[src/rtl/rom_browser.sv]
// ROM inspection front-end: debounced inc/dec buttons step an address, the word is fetched and shown as {addr, data}.
// Latency: step pulse to o_valid high is ROM_LAT + 2 cycles; buttons add 2 sync cycles plus DEBOUNCE_CYC.
// Backpressure: one step may be held pending while a fetch is in flight; further steps during that fetch are dropped.
module rom_browser #(
  parameter int ADDR_W           = 12,
  parameter int DATA_W           = 8,
  parameter int ROM_LAT          = 1,
  parameter int DISPLAYS         = 4,
  parameter int DEBOUNCE_CYC     = 270_000,
  parameter int REPEAT_DELAY_CYC = 13_500_000,
  parameter int REPEAT_RATE_CYC  = 2_700_000
) (
  input  logic                    i_clk,
  input  logic                    i_rst_n,
  input  logic                    i_button_inc,
  input  logic                    i_button_dec,
  input  logic [DATA_W-1:0]       i_rom_data,
  output logic [ADDR_W-1:0]       o_rom_addr,
  output logic                    o_rom_ce,
  output logic [ADDR_W-1:0]       o_addr,
  output logic [DATA_W-1:0]       o_data,
  output logic                    o_valid,
  output logic [4*DISPLAYS-1:0]   o_hex
);

  localparam int HEX_W = 4 * DISPLAYS;
  localparam int DB_W  = (DEBOUNCE_CYC > 1) ? $clog2(DEBOUNCE_CYC) : 1;
  localparam int RP_W  = $clog2(REPEAT_DELAY_CYC + 1);

  localparam logic [DB_W-1:0] DB_LAST   = DB_W'(DEBOUNCE_CYC - 1);
  localparam logic [RP_W-1:0] RP_DELAY  = RP_W'(REPEAT_DELAY_CYC);
  // After a repeat hit the timer restarts so that it hits again REPEAT_RATE_CYC later.
  localparam logic [RP_W-1:0] RP_RELOAD = RP_W'(REPEAT_DELAY_CYC - REPEAT_RATE_CYC + 1);
  localparam logic [2:0]      LAT_LAST  = 3'(ROM_LAT - 1);

  typedef enum logic [1:0] {
    S_BOOT  = 2'd0,
    S_FETCH = 2'd1,
    S_WAIT  = 2'd2,
    S_SHOW  = 2'd3
  } state_t;

  // Index 0 is the increment button, index 1 the decrement button.
  logic [1:0] btn_raw;
  logic [1:0] db_lvl;
  logic [1:0] btn_rise;
  logic [1:0] rpt_hit;
  logic       both_held;

  assign btn_raw   = {i_button_dec, i_button_inc};
  assign both_held = &db_lvl;

  // Per-button synchroniser, debouncer and hold-to-repeat timer.
  for (genvar b = 0; b < 2; b++) begin : g_btn
    logic            sync1_q, sync2_q;
    logic            db_q, db_d;
    logic            db_prev_q;
    logic [DB_W-1:0] db_cnt_q, db_cnt_d;
    logic [RP_W-1:0] rep_q, rep_d;

    // Debounce: the level flips only after the synchronised input has differed for DEBOUNCE_CYC cycles.
    always_comb begin
      db_d     = db_q;
      db_cnt_d = db_cnt_q;
      if (sync2_q == db_q) begin
        db_cnt_d = '0;
      end else if (db_cnt_q == DB_LAST) begin
        db_d     = sync2_q;
        db_cnt_d = '0;
      end else begin
        db_cnt_d = db_cnt_q + DB_W'(1);
      end
    end

    // Repeat timer tracks cycles since the debounced press; cleared on release or when both are held.
    always_comb begin
      rep_d = rep_q;
      if (!db_q || both_held) begin
        rep_d = '0;
      end else if (rep_q == RP_DELAY) begin
        rep_d = RP_RELOAD;
      end else begin
        rep_d = rep_q + RP_W'(1);
      end
    end

    // Button state registers.
    always_ff @(posedge i_clk) begin
      if (!i_rst_n) begin
        sync1_q   <= 1'b0;
        sync2_q   <= 1'b0;
        db_q      <= 1'b0;
        db_prev_q <= 1'b0;
        db_cnt_q  <= '0;
        rep_q     <= '0;
      end else begin
        sync1_q   <= btn_raw[b];
        sync2_q   <= sync1_q;
        db_q      <= db_d;
        db_prev_q <= db_q;
        db_cnt_q  <= db_cnt_d;
        rep_q     <= rep_d;
      end
    end

    assign db_lvl[b]   = db_q;
    assign btn_rise[b] = db_q & ~db_prev_q;
    assign rpt_hit[b]  = db_q & (rep_q == RP_DELAY);
  end

  logic step_inc, step_dec, step_any;

  // A button only steps while the other one is released.
  assign step_inc = (btn_rise[0] | rpt_hit[0]) & ~db_lvl[1];
  assign step_dec = (btn_rise[1] | rpt_hit[1]) & ~db_lvl[0];
  assign step_any = step_inc | step_dec;

  state_t              state_q;
  logic [ADDR_W-1:0]   target_q, target_d;
  logic                pend_vld_q, pend_dir_q;
  logic [2:0]          lat_q;
  logic [ADDR_W-1:0]   rom_addr_q;
  logic                rom_ce_q;
  logic [ADDR_W-1:0]   addr_q;
  logic [DATA_W-1:0]   data_q;
  logic                valid_q;
  logic [HEX_W-1:0]    hex_q;
  logic                apply_dec;
  logic                pend_take;

  // A pending step takes precedence over a fresh one; direction 1 means decrement.
  assign apply_dec = pend_vld_q ? pend_dir_q : step_dec;
  assign target_d  = apply_dec ? (target_q - ADDR_W'(1)) : (target_q + ADDR_W'(1));
  assign pend_take = step_any & ~pend_vld_q & (state_q != S_SHOW);

  // Fetch sequencer with registered outputs; address and target stay frozen until the word is captured.
  always_ff @(posedge i_clk) begin
    if (!i_rst_n) begin
      state_q    <= S_BOOT;
      target_q   <= '0;
      pend_vld_q <= 1'b0;
      pend_dir_q <= 1'b0;
      lat_q      <= '0;
      rom_addr_q <= '0;
      rom_ce_q   <= 1'b0;
      addr_q     <= '0;
      data_q     <= '0;
      valid_q    <= 1'b0;
      hex_q      <= '0;
    end else begin
      if (pend_take) begin
        pend_vld_q <= 1'b1;
        pend_dir_q <= step_dec;
      end
      case (state_q)
        S_BOOT: begin
          target_q   <= '0;
          rom_addr_q <= '0;
          rom_ce_q   <= 1'b1;
          valid_q    <= 1'b0;
          state_q    <= S_FETCH;
        end
        S_FETCH: begin
          lat_q   <= '0;
          state_q <= S_WAIT;
        end
        S_WAIT: begin
          if (lat_q == LAT_LAST) begin
            data_q   <= i_rom_data;
            addr_q   <= target_q;
            hex_q    <= HEX_W'({target_q, i_rom_data});
            valid_q  <= 1'b1;
            rom_ce_q <= 1'b0;
            state_q  <= S_SHOW;
          end else begin
            lat_q <= lat_q + 3'd1;
          end
        end
        S_SHOW: begin
          if (pend_vld_q || step_any) begin
            target_q   <= target_d;
            rom_addr_q <= target_d;
            rom_ce_q   <= 1'b1;
            valid_q    <= 1'b0;
            pend_vld_q <= 1'b0;
            state_q    <= S_FETCH;
          end
        end
        default: state_q <= S_BOOT;
      endcase
    end
  end

  assign o_rom_addr = rom_addr_q;
  assign o_rom_ce   = rom_ce_q;
  assign o_addr     = addr_q;
  assign o_data     = data_q;
  assign o_valid    = valid_q;
  assign o_hex      = hex_q;

endmodule

[config.mk]
export PLATFORM = sky130hd
export DESIGN_NAME = rom_browser
export DESIGN_NICKNAME = d
export VERILOG_FILES = /design/src/rtl/rom_browser.sv
export SDC_FILE = /design/constraint.sdc
export NUM_CORES = 1
export LEC_CHECK = 0
export CAP_MARGIN = 20
export CORE_ASPECT_RATIO = 1.4
export CORE_MARGIN = 5
export CORE_UTILIZATION = 35
export CTS_CLUSTER_DIAMETER = 40
export DETAILED_ROUTE_END_ITERATION = 8
export PLACE_DENSITY = 0.53
export SLEW_MARGIN = 20
export SYNTH_ARGS = -nofsm -noshare
export SYNTH_HDL_FRONTEND = slang
export SYNTH_SLANG_ARGS = --single-unit
[constraint.sdc]
create_clock -name i_clk -period 3.7 [get_ports i_clk]
set_input_delay 0.37 -clock i_clk [delete_from_list [all_inputs] [get_ports i_clk]]
set_output_delay 0.37 -clock i_clk [all_outputs]
set_load 0.005 [all_outputs]
Word level (Yosys, flattened, before mapping)
Cells that the tools add are included.
{"block": "word_totals", "ff_bits": 151, "output_inout_bits": 50, "rom_bits": 0, "memories": 0, "word_cells": 107, "in_bits": 12, "latchBits": 0, "ramBits": 0}
{"block": "classes", "order_cmp": 0, "bitwise": 19, "add_sub_neg": 7, "div": 0, "shift": 0, "multipliers": 0, "eq_ne": 13, "muxes": 20, "n_reduce_logical": 24}
{"cell": "adder 24 x 1 -> 24 bit, second input constant", "n": 2}
{"cell": "equality test 24 bit, second input constant", "n": 2}
{"cell": "2-to-1 mux 24 bit", "n": 2}
{"cell": "adder 19 x 1 -> 19 bit, second input constant", "n": 2}
{"cell": "equality test 19 bit, second input constant", "n": 2}
{"cell": "2-to-1 mux 12 bit", "n": 2}
{"cell": "case mux 12 bit (2 select lines)", "n": 1}
{"cell": "AND reduction 2 bit", "n": 7}
{"cell": "adder 12 x 1 -> 12 bit, second input constant", "n": 1}
{"cell": "OR reduction 3 bit", "n": 4}
{"cell": "subtractor 12 x 1 -> 12 bit, second input constant", "n": 1}
{"cell": "AND 1 bit", "n": 8}
{"cell": "2-to-1 mux 1 bit", "n": 8}
{"cell": "inequality test 2 bit, second input constant", "n": 4}
{"cell": "NOT 1 bit", "n": 8}
{"cell": "case mux 2 bit (4 select lines)", "n": 1}
{"cell": "case mux 1 bit (3 select lines)", "n": 2}
{"cell": "case mux 3 bit (2 select lines)", "n": 1}
{"cell": "equality test 2 bit, second input constant", "n": 2}
{"cell": "2-to-1 mux 2 bit", "n": 2}
{"cell": "nonzero test 2 bit", "n": 2}
{"cell": "OR reduction 2 bit", "n": 2}
{"cell": "adder 3 x 1 -> 3 bit, second input constant", "n": 1}
{"cell": "logical NOT 3 bit", "n": 1}
{"cell": "9 further kinds", "n": 15}

Depth between registers and ports, before layout
Gate-level depths: netlist (run 1).
{"block": "depth", "word_depth": 10, "ltp_mapped": 14, "ltp_nobuf": 14}

Worst setup path after synthesis (run 1)
OpenSTA, ideal clock, no wires.
{"block": "synth_timing", "path_kind": "reg2reg", "startpoint": "reg g_btn[1].rep_q[4]", "endpoint": "reg rom_addr_q[10] (netlist: o_rom_addr[10])", "t_arrival_ns": 3.174, "slack_ns": 0.409, "required_time_ns": 3.583, "synth_period_minus_slack_ns": 3.291, "path_stages_with_launch": 14, "setup_time_ns": 0.117, "path_buffers": 0, "path_cell_list": "dfxtp_1 or4_1 nor3_1 a41oi_1 nor2_1 inv_1 fa_1 nor2b_1 o2111ai_1 a31oi_1 a21o_1 a21oi_1 xnor2_1 a22o_2"}
{"block": "synth_between", "elab_chain_len": 8, "elab_cells_between_ends": 12, "classes_between": "eq/ne (2); mux (4); bitwise (4); reduce/logical (2)"}
{"element": "start, declared", "line_no": "59", "rtl": "logic [RP_W-1:0] rep_q, rep_d;"}
{"element": "start signal, assigned", "line_no": "102", "rtl": "rep_q <= rep_d;"}
{"element": "equality test 24 bit (*)", "line_no": "108", "rtl": "assign rpt_hit[b] = db_q & (rep_q == RP_DELAY);"}
{"element": "AND 1 bit (*)", "line_no": "108"}
{"element": "OR 1 bit (*)", "line_no": "115", "rtl": "assign step_dec = (btn_rise[1] | rpt_hit[1]) & ~db_lvl[0];"}
{"element": "AND 1 bit (*)", "line_no": "115"}
{"element": "2-to-1 mux 1 bit / OR 1 bit (equally long branches)", "line_no": "132, 116"}
{"element": "2-to-1 mux 12 bit / logical OR 1 bit (equally long branches)", "line_no": "133, 180"}
{"element": "2-to-1 mux 12 bit / inequality test 2 bit (equally long branches)"}
{"element": "case mux 12 bit (2 select lines) / AND reduction 2 bit (equally long branches)"}
{"element": "end signal, assigned", "line_no": "182", "rtl": "rom_addr_q <= target_d;"}
{"element": "end, declared", "line_no": "122", "rtl": "logic [ADDR_W-1:0] rom_addr_q;"}
Every way passes the cells marked *; elsewhere a longest branch is shown, timed or not. The select of a mux whose other input is x is not followed.
A chain may end at the register's enable or synchronous reset.

Worst setup path after layout (run 1)
{"block": "layout_timing", "startpoint": "reg g_btn[1].rep_q[3]", "endpoint": "reg rom_addr_q[10] (netlist: o_rom_addr[10])"}
The elaborated chain is that of the path after synthesis.

==> results of run 1 <==
-- registers in the layout, indices dropped and copies added, names as in the netlist, 3 cells and up --
| name | count |
|---|---|
| o_rom_addr | 12 |
| lat_q | 3 |
| g_btn.rep_q | 48 |
| o_addr | 12 |
| o_data | 7 |
| g_btn.db_cnt_q | 38 |
-- worst register-to-register path: stages, from the launching register on --
cell and delay, ps:
dfxtp_1 350, or4_1 530, nor3_1 200, a41oi_1 140
nor2_1 140, buf_4 200, inv_1 90, fa_1 410
nor2b_1 160, o2111ai_1 140, a31oi_1 250, a21o_1 170
a21oi_1 70, xnor2_1 130, a22o_2 220
-- per-layer routing --
layer / GRT usage / routed length (um) / part of all wire
met4: 0.05068 / 212 / 0.016
met5: 0 / 0 / 0
met3: 0.03658 / 367 / 0.027
met2: 0.2418 / 7129 / 0.53
met1: 0.1578 / 5801 / 0.43
-- synthesized netlist by cell type (all sizes together), types with 2 or more instances --
master   number  area share
dfxtp       135        0.43
or3          15       0.015
buf          21       0.025
nand4b        3      0.0042
nor4bb        2      0.0032
xor2         46       0.065
a2bb2oi       2      0.0028
a21o          4      0.0050
nor4b         3      0.0042
nor2         91       0.055
a31oi         2      0.0020
nor3         16       0.013
nor4          3      0.0030
a22o         11       0.017
and4          8       0.011
nor2b         3      0.0030
nand2b        6      0.0060
mux2i         5      0.0080
a211oi        3      0.0044
xnor2        33       0.046
or4           3      0.0036
nand3        30       0.024
inv          27       0.016
and3         21       0.021
nand2        88       0.053
a21oi        49       0.040
ha           23       0.046
and2          7      0.0070
clkbuf       15       0.011
nand4        14       0.014
o21ai        20       0.017
-- per-stage QoR --
step / setup slack [ps] / hold slack (ps) / cells / area [um2]
after floorplan: 408.7 / 411.9 / 723 / 6235
after global placement: 435.5 / 416.3 / 987 / 6942
final: 392.9 / 434.2 / 1019 / 7589
after global routing: 197.7 / 444.3 / 1019 / 7589
after detailed placement: 407.5 / 424.9 / 987 / 6942
after CTS: 370.3 / 437.7 / 1019 / 7589
-- kinds of logic (layout without fill, tap and decap cells) --
| group | count (synthesis) | count (layout) | synth area share |
|---|---|---|---|
| buf+inv | 63 | 123 | 0.05178 |
| xor+xnor | 79 | 79 | 0.1110 |
| flops | 135 | 135 | 0.4335 |
| mux | 5 | 5 | 0.008028 |
| compound gates | 99 | 99 | 0.09934 |
| simple gates | 318 | 318 | 0.2470 |
| fa+ha+maj | 24 | 24 | 0.04937 |
-- where the power goes --
part	leakage, nW	internal [mW]	switching [mW]	total [mW]
clock network	0.306	1.21	0.629	1.84
registers	1.09	1.49	0.0367	1.53
logic	1.26	0.158	0.189	0.347
-- cells in the final DEF, fill, tap and decap left out, types with 2 or more instances in the layout --
cell type        count
clkbuf_1             2
a21oi_1             48
clkinv_4             2
or4_1                3
and4_1               8
a2bb2oi_1            2
xnor2_1             33
a22o_2              10
o21ai_0             19
nand4_1             14
a31oi_1              2
nor2_1              91
inv_1               27
and2_1               7
buf_4                3
clkdlybuf4s50_1     61
nor3_1              16
nor4bb_1             2
and3_1              20
or3_1               15
clkinvlp_4           3
a21o_1               3
a211oi_1             2
xor2_1              46
clkbuf_16           17
clkinv_2             2
nor2b_1              3
nand2_1             88
bufinv_16            5
mux2i_1              5
ha_1                23
dfxtp_1            135
nor4_1               3
nand3_1             30
nor4b_1              3
nand4b_1             3
nand2b_1             6
-- path summary, 6_finish.rpt --
kind	startpoint	end	slack [ps]	cells past startpoint
worst max-delay path	g_btn[1].rep_q[3]	o_rom_addr[10]	390	14
worst min-delay path	g_btn[1].sync1_q	g_btn[1].sync2_q	430	1
worst max register to register	g_btn[1].rep_q[3]	o_rom_addr[10]	390	14
worst min register to register	g_btn[1].sync1_q	g_btn[1].sync2_q	430	1
-- cell type report --
class                           count  area (um2)
Clock inverter                     12       200.2
Inverter                           27       101.3
Clock buffer                       20       446.7
Fill cell                        1736        9884
Sequential cell                   135        2703
Timing Repair Buffer               64       633.1
Tap cell                          236       295.3
Multi-Input combinational cell    525        3209
==> flow_summary.html, run 1 <==
<table>
<tr><th>Metric</th><th>Value</th></tr>
<tr><th colspan="2">GRT</th></tr>
<tr><td>Initial antenna violation count</td><td>0</td></tr>
<tr><td>Global-route wire length before repair</td><td>23.16 mm</td></tr>
<tr><td>Maximum number of pins on one net before global-route repair</td><td>30</td></tr>
<tr><td>GRT Total Usage</td><td>0.1376</td></tr>
<tr><td>Number of global-route vias before repair</td><td>approximately 4900</td></tr>
<tr><td>Overflow left after global routing</td><td>0</td></tr>
<tr><th colspan="2">Clock tree</th></tr>
<tr><td>Post-CTS repair timing setup buffer count</td><td>0</td></tr>
<tr><td>Worst skew pair latency</td><td>420 ps</td></tr>
<tr><td>Number of H-tree levels</td><td>4</td></tr>
<tr><td>CTS tree</td><td>done</td></tr>
<tr><td>Clock Pin Slew Worst Setup and Hold Paths</td><td>roughly 60 ps</td></tr>
<tr><td>Maximum buffer depth of the clock tree</td><td>2</td></tr>
<tr><td>Cell at the root of the clock tree</td><td>clkbuf_16</td></tr>
<tr><td>Number of sinks driven by the clock tree</td><td>135</td></tr>
<tr><td>Number of buffers inserted for hold repair after clock tree synthesis</td><td>0</td></tr>
<tr><td>Cts bufs inserted</td><td>17</td></tr>
<tr><td>PostCTS Resize Cnt</td><td>0</td></tr>
<tr><th colspan="2">Timing</th></tr>
<tr><td>Relative slew slack</td><td>0.5052</td></tr>
<tr><td>Final critical-path share of the clock period</td><td>0.8938</td></tr>
<tr><td>Max frequency</td><td>302.4 MHz</td></tr>
<tr><td>Setup-violating endpoint count in the final report</td><td>0</td></tr>
<tr><td>Setup repair after global routing missed its margin</td><td>no</td></tr>
<tr><td>Sum of negative setup slack</td><td>0 ps</td></tr>
<tr><td>Actual slew at the worst max-slew pin</td><td>742.2 ps</td></tr>
<tr><td>Count of pins over their slew limit</td><td>0</td></tr>
<tr><td>Worst Skew</td><td>around 10 ps</td></tr>
<tr><td>Total count of hold-check failures in the final report</td><td>0</td></tr>
<tr><td>Final period demand of the worst path</td><td>3307 ps</td></tr>
<tr><th colspan="2">Setup path</th></tr>
<tr><td>Delay of the slowest critical-path stage</td><td>530 ps</td></tr>
<tr><td>Chain of cells forming the critical path</td><td>or4_1 &gt; nor3_1 &gt; a41oi_1 &gt; nor2_1 &gt; buf_4 &gt; inv_1 &gt; fa_1 &gt; nor2b_1 &gt; o2111ai_1 &gt; a31oi_1 &gt; a21o_1 &gt; a21oi_1 &gt; xnor2_1 &gt; a22o_2</td></tr>
<tr><td>Slowest stage cell, crit path</td><td>or4_1</td></tr>
<tr><td>Critical path buffers and inverters</td><td>2</td></tr>
<tr><td>Top Family by Delay on Critical Path</td><td>simple AND/OR/NAND/NOR gates</td></tr>
<tr><td>Category of the worst setup path capture point</td><td>flop</td></tr>
<tr><td>Worst setup SP type</td><td>flop</td></tr>
<tr><td>Data arrival time at the worst-slack endpoint</td><td>3610 ps</td></tr>
<tr><td>Worst Setup Path Type</td><td>reg2reg</td></tr>
<tr><td>Required time worst endpoint</td><td>4010 ps</td></tr>
<tr><td>Biggest fanout along the worst timing path</td><td>11</td></tr>
<tr><th colspan="2">Synth</th></tr>
<tr><td>Fraction of the yosys area taken by sequential cells</td><td>0.4335</td></tr>
<tr><td>Register bit total from synthesis</td><td>135</td></tr>
<tr><td>Post-synthesis instance area</td><td>between 6000 and 7000 um2</td></tr>
<tr><td>Post-synth net total</td><td>759</td></tr>
<tr><td>Most used DFF post-synth</td><td>dfxtp_1</td></tr>
<tr><td>Post-synth cell types</td><td>55</td></tr>
<tr><td>Ys async rst share</td><td>0</td></tr>
<tr><td>Syn_area_per_cell</td><td>between 8 and 9 um2</td></tr>
<tr><td>Number of synthesized flops with an enable pin</td><td>0</td></tr>
<tr><td>Syn. warnings</td><td>0</td></tr>
<tr><td>Synth Instances</td><td>723</td></tr>
<tr><th colspan="2">Power and ir drop</th></tr>
<tr><td>Leakage power</td><td>2.651 nW</td></tr>
<tr><td>Post-layout total power</td><td>~3.7 mW</td></tr>
<tr><td>Max VDD drop</td><td>approximately 0.25 mV</td></tr>
<tr><td>Pwr Density</td><td>490.0 nW/um2</td></tr>
<tr><th colspan="2">Layout</th></tr>
<tr><td>Layout area overhead</td><td>21.71%</td></tr>
<tr><td>Number of antenna cells inserted</td><td>0</td></tr>
<tr><td>Share of layout cells above drive strength 1</td><td>0.06513</td></tr>
<tr><td>Share of the core filled with cells in the final layout</td><td>0.4343</td></tr>
<tr><td>Final nets</td><td>roughly 810</td></tr>
<tr><th colspan="2">Placed design</th></tr>
<tr><td>IO Port Bufs</td><td>61</td></tr>
<tr><td>Final weighted congestion of routability-driven global placement</td><td>0.8043</td></tr>
<tr><td>Placed wire-length estimate after detailed placement</td><td>9.651 mm</td></tr>
<tr><th colspan="2">Detailed routing</th></tr>
<tr><td>Detailed-route wire length</td><td>between 10 and 15 mm</td></tr>
<tr><td>Via count</td><td>~5000</td></tr>
<tr><td>Via density per instance</td><td>4.885</td></tr>
<tr><td>Residual DRC count</td><td>0</td></tr>
<tr><td>Count of nets left with antenna violations after detail routing</td><td>0</td></tr>
<tr><td>Detail-routed net length per standard cell</td><td>between 10 and 15 um</td></tr>
<tr><td>Iteration-0 DRC count of the detailed router</td><td>174</td></tr>
<tr><td>Pre-Repair DR Iteration Count</td><td>5</td></tr>
<tr><th colspan="2">Floorplan</th></tr>
<tr><td>IO Count</td><td>62</td></tr>
<tr><td>Cell row count</td><td>57</td></tr>
<tr><td>Placeable core area</td><td>17470 um2</td></tr>
<tr><td>Die height</td><td>167.9 um</td></tr>
<tr><td>Initial Utilization</td><td>0.3568</td></tr>
<tr><td>Full die area</td><td>20620 um2</td></tr>
<tr><td>Die span in x</td><td>122.8 um</td></tr>
<tr><th colspan="2">Flow run</th></tr>
<tr><td>Count of max-cap constraint violations</td><td>0</td></tr>
<tr><th colspan="2">Status</th></tr>
<tr><td>Outcome</td><td>complete, no violations</td></tr>
<tr><th colspan="2">Hold path</th></tr>
<tr><td>Class of the most critical hold timing path</td><td>reg2reg</td></tr>
</table>
(Power assumes the default switching activity.)
==> run 2: changes to the inputs <==
Settings changed: CORE_UTILIZATION 35 to 57, PLACE_DENSITY 0.53 to 0.8.
==> run 2 against run 1 <==
Compared with the run above: fmax shrank 3.4%; clock power grew 11%; design area shrank 0.53%; critical path type unchanged.
==> flow_summary.html, run 2 (synthesis gave the netlist of run 1 again) <==
<table>
<tr><th>Metric</th><th>Value</th></tr>
<tr><th colspan="2">Placed design</th></tr>
<tr><td>Placed wire-length estimate after detailed placement</td><td>9.497 mm (-1.6%)</td></tr>
<tr><td>IO Port Bufs</td><td>61 (unchanged)</td></tr>
<tr><td>Final weighted congestion of routability-driven global placement</td><td>0.8759 (+8.9%)</td></tr>
<tr><td>Worst Setup Slack post-DPL</td><td>382.6 ps (-24.90 ps)</td></tr>
<tr><th colspan="2">Timing</th></tr>
<tr><td>Smallest setup slack after layout</td><td>276.0 ps (-116.9 ps)</td></tr>
<tr><td>Worst Skew</td><td>6.088 ps (-3.932 ps)</td></tr>
<tr><td>Sum of negative setup slack</td><td>0 ps (unchanged)</td></tr>
<tr><td>Total count of hold-check failures in the final report</td><td>0 (unchanged)</td></tr>
<tr><td>Setup-violating endpoint count in the final report</td><td>0 (unchanged)</td></tr>
<tr><td>Max frequency</td><td>292.1 MHz (-3.4%)</td></tr>
<tr><td>Actual slew at the worst max-slew pin</td><td>816.1 ps (+73.90 ps)</td></tr>
<tr><td>Relative slew slack</td><td>0.4559 (-0.04926)</td></tr>
<tr><td>Final critical-path share of the clock period</td><td>0.9254 (+0.03160)</td></tr>
<tr><td>Setup repair after global routing missed its margin</td><td>no</td></tr>
<tr><td>Count of pins over their slew limit</td><td>0 (unchanged)</td></tr>
<tr><td>Final period demand of the worst path</td><td>3424 ps (+116.9 ps)</td></tr>
<tr><th colspan="2">Layout</th></tr>
<tr><td>Number of flip-flops under the largest register name</td><td>48 (unchanged)</td></tr>
<tr><td>Final nets</td><td>806 (unchanged)</td></tr>
<tr><td># fillers</td><td>813 (-53%)</td></tr>
<tr><td>Multi-input gate area in the final layout</td><td>3209 um2 (unchanged)</td></tr>
<tr><td>Largest registers ranked by flip-flop count</td><td>g_btn.rep_q (48), g_btn.db_cnt_q (38)</td></tr>
<tr><td>Sequential Area</td><td>2703 um2 (unchanged)</td></tr>
<tr><td>Leading cell type in the layout, fill and taps excluded</td><td>dfxtp_1</td></tr>
<tr><td>Share of the core filled with cells in the final layout</td><td>0.6983 (+0.2640)</td></tr>
<tr><td>Number of antenna cells inserted</td><td>0 (unchanged)</td></tr>
<tr><td>Share of layout cells above drive strength 1</td><td>0.06769 (+0.002554)</td></tr>
<tr><td>Layout area overhead</td><td>21.07%</td></tr>
<tr><td>Most used cells in the layout excluding fill and tap cells</td><td>dfxtp_1, nor2_1, nand2_1</td></tr>
<tr><td>Largest reg by FF count</td><td>g_btn.rep_q</td></tr>
<tr><th colspan="2">Hold path</th></tr>
<tr><td>Hold path cells</td><td>1 (unchanged)</td></tr>
<tr><td>Worst min-delay path endpoint</td><td>g_btn[1].sync2_q</td></tr>
<tr><td>Class of the most critical hold timing path</td><td>reg2reg</td></tr>
<tr><td>Origin of the worst min-delay path</td><td>g_btn[1].sync1_q</td></tr>
<tr><th colspan="2">Detailed routing</th></tr>
<tr><td>Detail-routed net length per standard cell</td><td>15.18 um (+14%)</td></tr>
<tr><td>Count of nets left with antenna violations after detail routing</td><td>0 (unchanged)</td></tr>
<tr><td>Via count</td><td>5308 (+6.6%)</td></tr>
<tr><td>Detailed-route wire length</td><td>14.03 mm (+3.8%)</td></tr>
<tr><td>Iteration-0 DRC count of the detailed router</td><td>263 (+51%)</td></tr>
<tr><td>Via density per instance</td><td>5.745 (+18%)</td></tr>
<tr><td>Residual DRC count</td><td>0 (unchanged)</td></tr>
<tr><td>Pre-Repair DR Iteration Count</td><td>7 (+2)</td></tr>
<tr><th colspan="2">GRT</th></tr>
<tr><td>Initial antenna violation count</td><td>0 (unchanged)</td></tr>
<tr><td>Overflow left after global routing</td><td>0 (unchanged)</td></tr>
<tr><td>Number of global-route vias before repair</td><td>5362 (+8.8%)</td></tr>
<tr><td>GRT Total Usage</td><td>0.2147 (+0.07711)</td></tr>
<tr><td>Global-route wire length before repair</td><td>23.65 mm (+2.1%)</td></tr>
<tr><td>Maximum number of pins on one net before global-route repair</td><td>30 (unchanged)</td></tr>
<tr><th colspan="2">Setup path</th></tr>
<tr><td>Worst Setup Path Type</td><td>reg2reg</td></tr>
<tr><td>Data arrival time at the worst-slack endpoint</td><td>3730 ps (+120 ps)</td></tr>
<tr><td>Slowest stage cell, crit path</td><td>or4_1</td></tr>
<tr><td>Setup slack on the worst flop-to-flop path</td><td>280 ps (-120 ps)</td></tr>
<tr><td>Category of the worst setup path capture point</td><td>flop</td></tr>
<tr><td>Delay of the slowest critical-path stage</td><td>550 ps (+20 ps)</td></tr>
<tr><td>Worst setup SP type</td><td>flop</td></tr>
<tr><td>Critical path buffers and inverters</td><td>1 (-1)</td></tr>
<tr><td>Logic depth of the worst register-to-register path</td><td>13 (-1)</td></tr>
<tr><td>Worst flop-to-flop path endpoint</td><td>o_rom_addr[10]</td></tr>
<tr><td>Launch point of the worst reg-to-reg path</td><td>g_btn[1].rep_q[4]</td></tr>
<tr><td>Biggest fanout along the worst timing path</td><td>10 (-1)</td></tr>
<tr><td>Chain of cells forming the critical path</td><td>or4_1 &gt; nor3_1 &gt; a41oi_1 &gt; nor2_1 &gt; buf_4 &gt; ha_1 &gt; and3_1 &gt; a21oi_1 &gt; a31oi_1 &gt; a21o_1 &gt; a21oi_1 &gt; xnor2_1 &gt; a22o_2</td></tr>
<tr><td>Top Family by Delay on Critical Path</td><td>simple AND/OR/NAND/NOR gates</td></tr>
<tr><td>Required time worst endpoint</td><td>4000 ps (about the same)</td></tr>
<tr><td>Cell occurring most often along the worst timing path</td><td>a21oi_1</td></tr>
<tr><th colspan="2">Clock tree</th></tr>
<tr><td>Worst skew pair latency</td><td>410 ps (about the same)</td></tr>
<tr><td>Clock Pin Slew Worst Setup and Hold Paths</td><td>60 ps (about the same)</td></tr>
<tr><td>Number of buffers inserted for hold repair after clock tree synthesis</td><td>0 (unchanged)</td></tr>
<tr><td>Cts bufs inserted</td><td>17 (unchanged)</td></tr>
<tr><td>Maximum buffer depth of the clock tree</td><td>2 (unchanged)</td></tr>
<tr><td>Number of H-tree levels</td><td>4 (unchanged)</td></tr>
<tr><td>PostCTS Resize Cnt</td><td>0 (unchanged)</td></tr>
<tr><td>CTS tree</td><td>done</td></tr>
<tr><td>Number of sinks driven by the clock tree</td><td>135 (unchanged)</td></tr>
<tr><td>Post-CTS repair timing setup buffer count</td><td>0 (unchanged)</td></tr>
<tr><td>Cell at the root of the clock tree</td><td>clkbuf_16</td></tr>
<tr><th colspan="2">Floorplan</th></tr>
<tr><td>IO Count</td><td>62 (unchanged)</td></tr>
<tr><td>Full die area</td><td>13160 um2 (-36%)</td></tr>
<tr><td>Die height</td><td>133.7 um (-20%)</td></tr>
<tr><td>Cell row count</td><td>45 (-21%)</td></tr>
<tr><td>Placeable core area</td><td>10810 um2 (-38%)</td></tr>
<tr><td>Initial Utilization</td><td>0.5767 (+0.2199)</td></tr>
<tr><td>Die span in x</td><td>98.39 um (-20%)</td></tr>
<tr><th colspan="2">Flow run</th></tr>
<tr><td>Count of max-cap constraint violations</td><td>0 (unchanged)</td></tr>
<tr><th colspan="2">Power and ir drop</th></tr>
<tr><td>Post-layout total power</td><td>3.928 mW (+5.6%)</td></tr>
<tr><td>Pwr Density</td><td>520.3 nW/um2 (+6.2%)</td></tr>
<tr><td>Leakage power</td><td>2.690 nW (+1.5%)</td></tr>
<tr><td>Max VDD drop</td><td>0.3398 mV (+37%)</td></tr>
<tr><th colspan="2">Status</th></tr>
<tr><td>Outcome</td><td>complete, no violations</td></tr>
</table>
## run 2: cell types whose count changed in the layout (fill, tap and decap cells not counted), sizes merged
cell    change
bufinv      +3
clkbuf      -1
clkinv      -2
## run 2: worst register-to-register path: stages, from the launching register on
cell and delay (ps):
dfxtp_1 340, or4_1 550, nor3_1 190, a41oi_1 130, nor2_1 220, buf_4 220, ha_1 320, and3_1 210
a21oi_1 240, a31oi_1 200, a21o_1 210, a21oi_1 160, xnor2_1 90, a22o_2 220
## run 2: how the worst max path moves through the flow
stage,from,to,slack (ps),cells past startpoint
after floorplan,g_btn[1].rep_q[4],o_rom_addr[10],410,13
after global placement,g_btn[1].rep_q[4],o_rom_addr[10],550,13
after detailed placement,g_btn[1].rep_q[4],o_rom_addr[10],380,13
after CTS,g_btn[1].rep_q[4],o_rom_addr[10],350,13
after global routing,g_btn[1].rep_q[4],o_rom_addr[11],70,13
final,g_btn[1].rep_q[4],o_rom_addr[10],280,13
## run 2: metrics by stage
step | area, um2 | hold slack [ps] | instances
CTS | 7548 | 431.8 | 924
floorplan | 6235 | 411.9 | 723
global placement | 6823 | 419.0 | 892
finish | 7548 | 431.0 | 924
detailed placement | 6823 | 418.6 | 892
global route | 7548 | 471.2 | 924
## run 2: layout make-up
class,instances,share of cell area
Multi-Input combinational cell,525,0.4252
Tap cell,141,0.02337
Clock buffer,19,0.06000
Inverter,27,0.01343
Timing Repair Buffer,64,0.08387
Sequential cell,135,0.3580
Clock inverter,13,0.03613
## run 2: layer usage
layer	track usage	wire length, um
met1	0.2236	5428
met2	0.3898	7522
met3	0.05291	544
met4	0.1177	529
met5	0	0
## run 2: where the power goes
part	switching [mW]	leakage (nW)	internal [mW]	total, mW
Sequential	0.0328	1.09	1.49	1.53
Combinational	0.195	1.26	0.158	0.353
Clock	0.615	0.345	1.43	2.05
Total	0.843	2.69	3.08	3.93
==> run 3: changes to the inputs <==
--- a/config.mk
+++ b/config.mk
@@ -9,10 +9,12 @@
 export CORE_ASPECT_RATIO = 1.4
 export CORE_MARGIN = 5
-export CORE_UTILIZATION = 57
+export CORE_UTILIZATION = 63
 export CTS_CLUSTER_DIAMETER = 40
 export DETAILED_ROUTE_END_ITERATION = 8
-export PLACE_DENSITY = 0.8
+export DONT_BUFFER_PORTS = 1
+export PLACE_DENSITY = 0.79
 export SLEW_MARGIN = 20
 export SYNTH_ARGS = -nofsm -noshare
 export SYNTH_HDL_FRONTEND = slang
 export SYNTH_SLANG_ARGS = --single-unit
+export TNS_END_PERCENT = 30
==> constraint.sdc (replaced) <==
create_clock -name i_clk -period 3.7 [get_ports i_clk]
set_input_delay 0.37 -clock i_clk [delete_from_list [all_inputs] [get_ports i_clk]]
set_output_delay 0.37 -clock i_clk [all_outputs]
set_load 0.05 [all_outputs]
==> run 3 against run 2 <==
Compared with the run above: clock-buffer cell count did not move; via count decreased by 8.4%; global-route usage is 0.82 points higher; largest power group unchanged; largest cell class unchanged; die area shrank 8.7%; non-clock buffer count fell by 61; clock power down 5%; combinational power down 30%; sequential share of layout area up 3.4 points; flip-flop and latch count stayed put; cell count decreased by 7.3%.
==> flow_summary.html, run 3 (synthesis gave the netlist of run 1 again) <==
<table>
<tr><th>Metric</th><th>Value</th></tr>
<tr><th colspan="2">Power and ir drop</th></tr>
<tr><td>Switching Share</td><td>0.2571 (+0.04244)</td></tr>
<tr><td>Post-layout total power</td><td>3.882 mW (-1.2%)</td></tr>
<tr><td>Part of the power in combinational logic</td><td>0.063 (-0.027)</td></tr>
<tr><td>Leakage power</td><td>2.470 nW (-8.2%)</td></tr>
<tr><td>NetSw</td><td>0.9979 mW (+18%)</td></tr>
<tr><td>Part of the power in the clock network</td><td>0.503 (-0.018)</td></tr>
<tr><td>Sequential power share</td><td>0.434 (+0.045)</td></tr>
<tr><td>Max VDD drop</td><td>0.3275 mV (-3.6%)</td></tr>
<tr><td>Pwr Density</td><td>562.4 nW/um2 (+8.1%)</td></tr>
<tr><td>Power Internal</td><td>2.884 mW (-6.5%)</td></tr>
<tr><th colspan="2">Setup path</th></tr>
<tr><td>Biggest fanout along the worst timing path</td><td>7 (-3)</td></tr>
<tr><td>Chain of cells forming the critical path</td><td>or4_1 &gt; nor3_1 &gt; a41oi_1 &gt; nor2_2 &gt; buf_4 &gt; ha_1 &gt; or2_2 &gt; a21oi_1 &gt; a31oi_1 &gt; a21o_1 &gt; a21oi_1 &gt; xnor2_1 &gt; a22o_2</td></tr>
<tr><td>Worst setup SP type</td><td>flop</td></tr>
<tr><td>Start point of the critical path</td><td>g_btn[1].rep_q[4]</td></tr>
<tr><td>Category of the worst setup path capture point</td><td>flop</td></tr>
<tr><td>Worst flop-to-flop path endpoint</td><td>o_rom_addr[10]</td></tr>
<tr><td>Delay of the slowest critical-path stage</td><td>550 ps (about the same)</td></tr>
<tr><td>Slowest stage cell, crit path</td><td>or4_1</td></tr>
<tr><td>Setup slack on the worst flop-to-flop path</td><td>370 ps (+100 ps)</td></tr>
<tr><td>Required time worst endpoint</td><td>4010 ps (about the same)</td></tr>
<tr><td>Data arrival time at the worst-slack endpoint</td><td>3640 ps (-90 ps)</td></tr>
<tr><td>Cell occurring most often along the worst timing path</td><td>a21oi_1</td></tr>
<tr><td>Critical path endpoint</td><td>o_rom_addr[10]</td></tr>
<tr><td>Logic depth of the worst register-to-register path</td><td>13 (unchanged)</td></tr>
<tr><td>Launch point of the worst reg-to-reg path</td><td>g_btn[1].rep_q[4]</td></tr>
<tr><td>Worst Setup Path Type</td><td>reg2reg</td></tr>
<tr><th colspan="2">GRT</th></tr>
<tr><td>Overflow left after global routing</td><td>0 (unchanged)</td></tr>
<tr><td>Maximum number of pins on one net before global-route repair</td><td>31 (+3.3%)</td></tr>
<tr><td>Number of global-route vias before repair</td><td>4955 (-7.6%)</td></tr>
<tr><td>GRT Total Usage</td><td>0.2230 (+0.008245)</td></tr>
<tr><td>Initial antenna violation count</td><td>0 (unchanged)</td></tr>
<tr><td>Global-route wire length before repair</td><td>21.63 mm (-8.5%)</td></tr>
<tr><th colspan="2">Layout</th></tr>
<tr><td>Share of the core filled with cells in the final layout</td><td>0.7048 (+0.006566)</td></tr>
<tr><td>Number of flip-flops under the largest register name</td><td>48 (unchanged)</td></tr>
<tr><td>Layout area overhead</td><td>10.70%</td></tr>
<tr><td>Leading cell type in the layout, fill and taps excluded</td><td>dfxtp_1</td></tr>
<tr><td>Largest reg by FF count</td><td>g_btn.rep_q</td></tr>
<tr><td>Share of layout cells above drive strength 1</td><td>0.07479 (+0.007104)</td></tr>
<tr><td>Most used cells in the layout excluding fill and tap cells</td><td>dfxtp_1, nor2_1, nand2_1</td></tr>
<tr><td>Multi-input gate area in the final layout</td><td>3212 um2 (about the same)</td></tr>
<tr><td>Sequential Area</td><td>2703 um2 (unchanged)</td></tr>
<tr><td>Final nets</td><td>745 (-7.6%)</td></tr>
<tr><td># fillers</td><td>761 (-6.4%)</td></tr>
<tr><td>Cell area after layout</td><td>6902 um2 (-8.6%)</td></tr>
<tr><td>Filler-free cell count of the finished design</td><td>857 (-7.3%)</td></tr>
<tr><td>Largest registers ranked by flip-flop count</td><td>g_btn.rep_q (48), g_btn.db_cnt_q (38)</td></tr>
<tr><td>Number of antenna cells inserted</td><td>0 (unchanged)</td></tr>
<tr><th colspan="2">Clock tree</th></tr>
<tr><td>Number of buffers inserted for hold repair after clock tree synthesis</td><td>0 (unchanged)</td></tr>
<tr><td>Post-CTS repair timing setup buffer count</td><td>0 (unchanged)</td></tr>
<tr><td>CTS tree</td><td>done</td></tr>
<tr><td>PostCTS Resize Cnt</td><td>0 (unchanged)</td></tr>
<tr><td>Clock Pin Slew Worst Setup and Hold Paths</td><td>60 ps (about the same)</td></tr>
<tr><td>Number of sinks driven by the clock tree</td><td>135 (unchanged)</td></tr>
<tr><td>Cts bufs inserted</td><td>17 (unchanged)</td></tr>
<tr><td>Number of H-tree levels</td><td>4 (unchanged)</td></tr>
<tr><td>Worst skew pair latency</td><td>410 ps (about the same)</td></tr>
<tr><td>Cell at the root of the clock tree</td><td>clkbuf_16</td></tr>
<tr><td>Maximum buffer depth of the clock tree</td><td>2 (unchanged)</td></tr>
<tr><th colspan="2">Placed design</th></tr>
<tr><td>Placed instance count</td><td>825 (-7.5%)</td></tr>
<tr><td>Instance area at placement</td><td>6205 um2 (-9.1%)</td></tr>
<tr><td>IO Port Bufs</td><td>0 (-100%)</td></tr>
<tr><td>Placed wire-length estimate after detailed placement</td><td>8.669 mm (-8.7%)</td></tr>
<tr><td>Final weighted congestion of routability-driven global placement</td><td>0.8809 (+0.57%)</td></tr>
<tr><th colspan="2">Timing</th></tr>
<tr><td>Final period demand of the worst path</td><td>3327 ps (-96.59 ps)</td></tr>
<tr><td>Actual slew at the worst max-slew pin</td><td>1008 ps (+191.9 ps)</td></tr>
<tr><td>Total count of hold-check failures in the final report</td><td>0 (unchanged)</td></tr>
<tr><td>Max frequency</td><td>300.5 MHz (+2.9%)</td></tr>
<tr><td>Setup repair after global routing missed its margin</td><td>no</td></tr>
<tr><td>Final critical-path share of the clock period</td><td>0.8993 (-0.02610)</td></tr>
<tr><td>Worst Skew</td><td>9.093 ps (+3.005 ps)</td></tr>
<tr><td>Relative slew slack</td><td>0.3271 (-0.1289)</td></tr>
<tr><td>Count of pins over their slew limit</td><td>0 (unchanged)</td></tr>
<tr><td>Sum of negative setup slack</td><td>0 ps (unchanged)</td></tr>
<tr><td>Setup-violating endpoint count in the final report</td><td>0 (unchanged)</td></tr>
<tr><th colspan="2">Detailed routing</th></tr>
<tr><td>Iteration-0 DRC count of the detailed router</td><td>215 (-18%)</td></tr>
<tr><td>Detail-routed net length per standard cell</td><td>14.82 um (-2.4%)</td></tr>
<tr><td>Residual DRC count</td><td>0 (unchanged)</td></tr>
<tr><td>Count of nets left with antenna violations after detail routing</td><td>0 (unchanged)</td></tr>
<tr><td>Pre-Repair DR Iteration Count</td><td>5 (-2)</td></tr>
<tr><td>Detailed-route wire length</td><td>12.70 mm (-9.5%)</td></tr>
<tr><td>Via density per instance</td><td>5.674 (-1.2%)</td></tr>
<tr><td>Via count</td><td>4863 (-8.4%)</td></tr>
<tr><th colspan="2">Flow run</th></tr>
<tr><td>Count of max-cap constraint violations</td><td>0 (unchanged)</td></tr>
<tr><th colspan="2">Floorplan</th></tr>
<tr><td>Die span in x</td><td>94.08 um (-4.4%)</td></tr>
<tr><td>IO Count</td><td>62 (unchanged)</td></tr>
<tr><td>Die height</td><td>127.7 um (-4.5%)</td></tr>
<tr><td>Full die area</td><td>12010 um2 (-8.7%)</td></tr>
<tr><td>Placeable core area</td><td>9792 um2 (-9.4%)</td></tr>
<tr><td>Cell row count</td><td>43 (-4.4%)</td></tr>
<tr><td>Initial Utilization</td><td>0.6367 (+0.05999)</td></tr>
<tr><th colspan="2">Hold path</th></tr>
<tr><td>Class of the most critical hold timing path</td><td>in2reg</td></tr>
<tr><th colspan="2">Status</th></tr>
<tr><td>Outcome</td><td>complete, no violations</td></tr>
</table>
run 3: power groups by stage:
stage	Combinational [mW]	Sequential (mW)	Clock, mW
6_report	0.246	1.68	1.95
5_1_grt	0.271	1.69	2.05
4_1_cts	0.248	1.68	1.97
3_5_place_dp	0.243	1.72	0
3_3_place_gp	0.228	1.71	0
2_1_floorplan	0.276	1.64	0
run 3: critical path, delay by kind of cell, from the launching register on:
kind | cells | cell delay [ps]
AND/OR/NAND/NOR | 4 | 1310
flip-flops | 1 | 340
XOR/XNOR | 1 | 80
AO/OA/AOI/OAI | 6 | 1000
buffers and inverters | 1 | 210
adder cells (fa/ha/maj) | 1 | 290
run 3: final cells by class:
type,instances,share of cell area
multi-input combinational,525,0.4654
sequential,135,0.3916
clock buffer,19,0.06563
clock inverter,13,0.03499
tap,135,0.02447
inverter,27,0.01468
timing repair buffer,3,0.003263
run 3: worst min path at each step:
| stage | startpoint | to | slack [ps] | cells past startpoint |
|---|---|---|---|---|
| floorplan | g_btn[0].sync1_q | g_btn[0].sync2_q | 410 | 1 |
| global route | i_rst_n | g_btn[1].sync1_q | 70 | 1 |
| detailed placement | g_btn[1].sync1_q | g_btn[1].sync2_q | 420 | 1 |
| global placement | g_btn[1].sync1_q | g_btn[1].sync2_q | 420 | 1 |
| finish | i_rst_n | g_btn[1].sync1_q | 80 | 1 |
| CTS | i_rst_n | g_btn[1].sync1_q | 70 | 1 |
run 3: routing by layer:
metal | vias to the layer above | track usage | wire, um | part of all wire
met1 | 2314 | 0.2420 | 5085 | 0.40
met2 | 94 | 0.4011 | 6825 | 0.54
li1 | 2431 | - | - | -
met4 | 0 | 0.1046 | 236 | 0.019
met3 | 24 | 0.05461 | 552 | 0.043
met5 | - | 0 | 0 | 0
run 3: per-stage QoR:
stage	setup WS, ps	hold slack (ps)
after floorplan	408.6	411.9
after global placement	390.5	415.4
after detailed placement	317.7	422.4
after CTS	294.0	72.58
after global routing	66.97	70.14
final	372.6	83.59
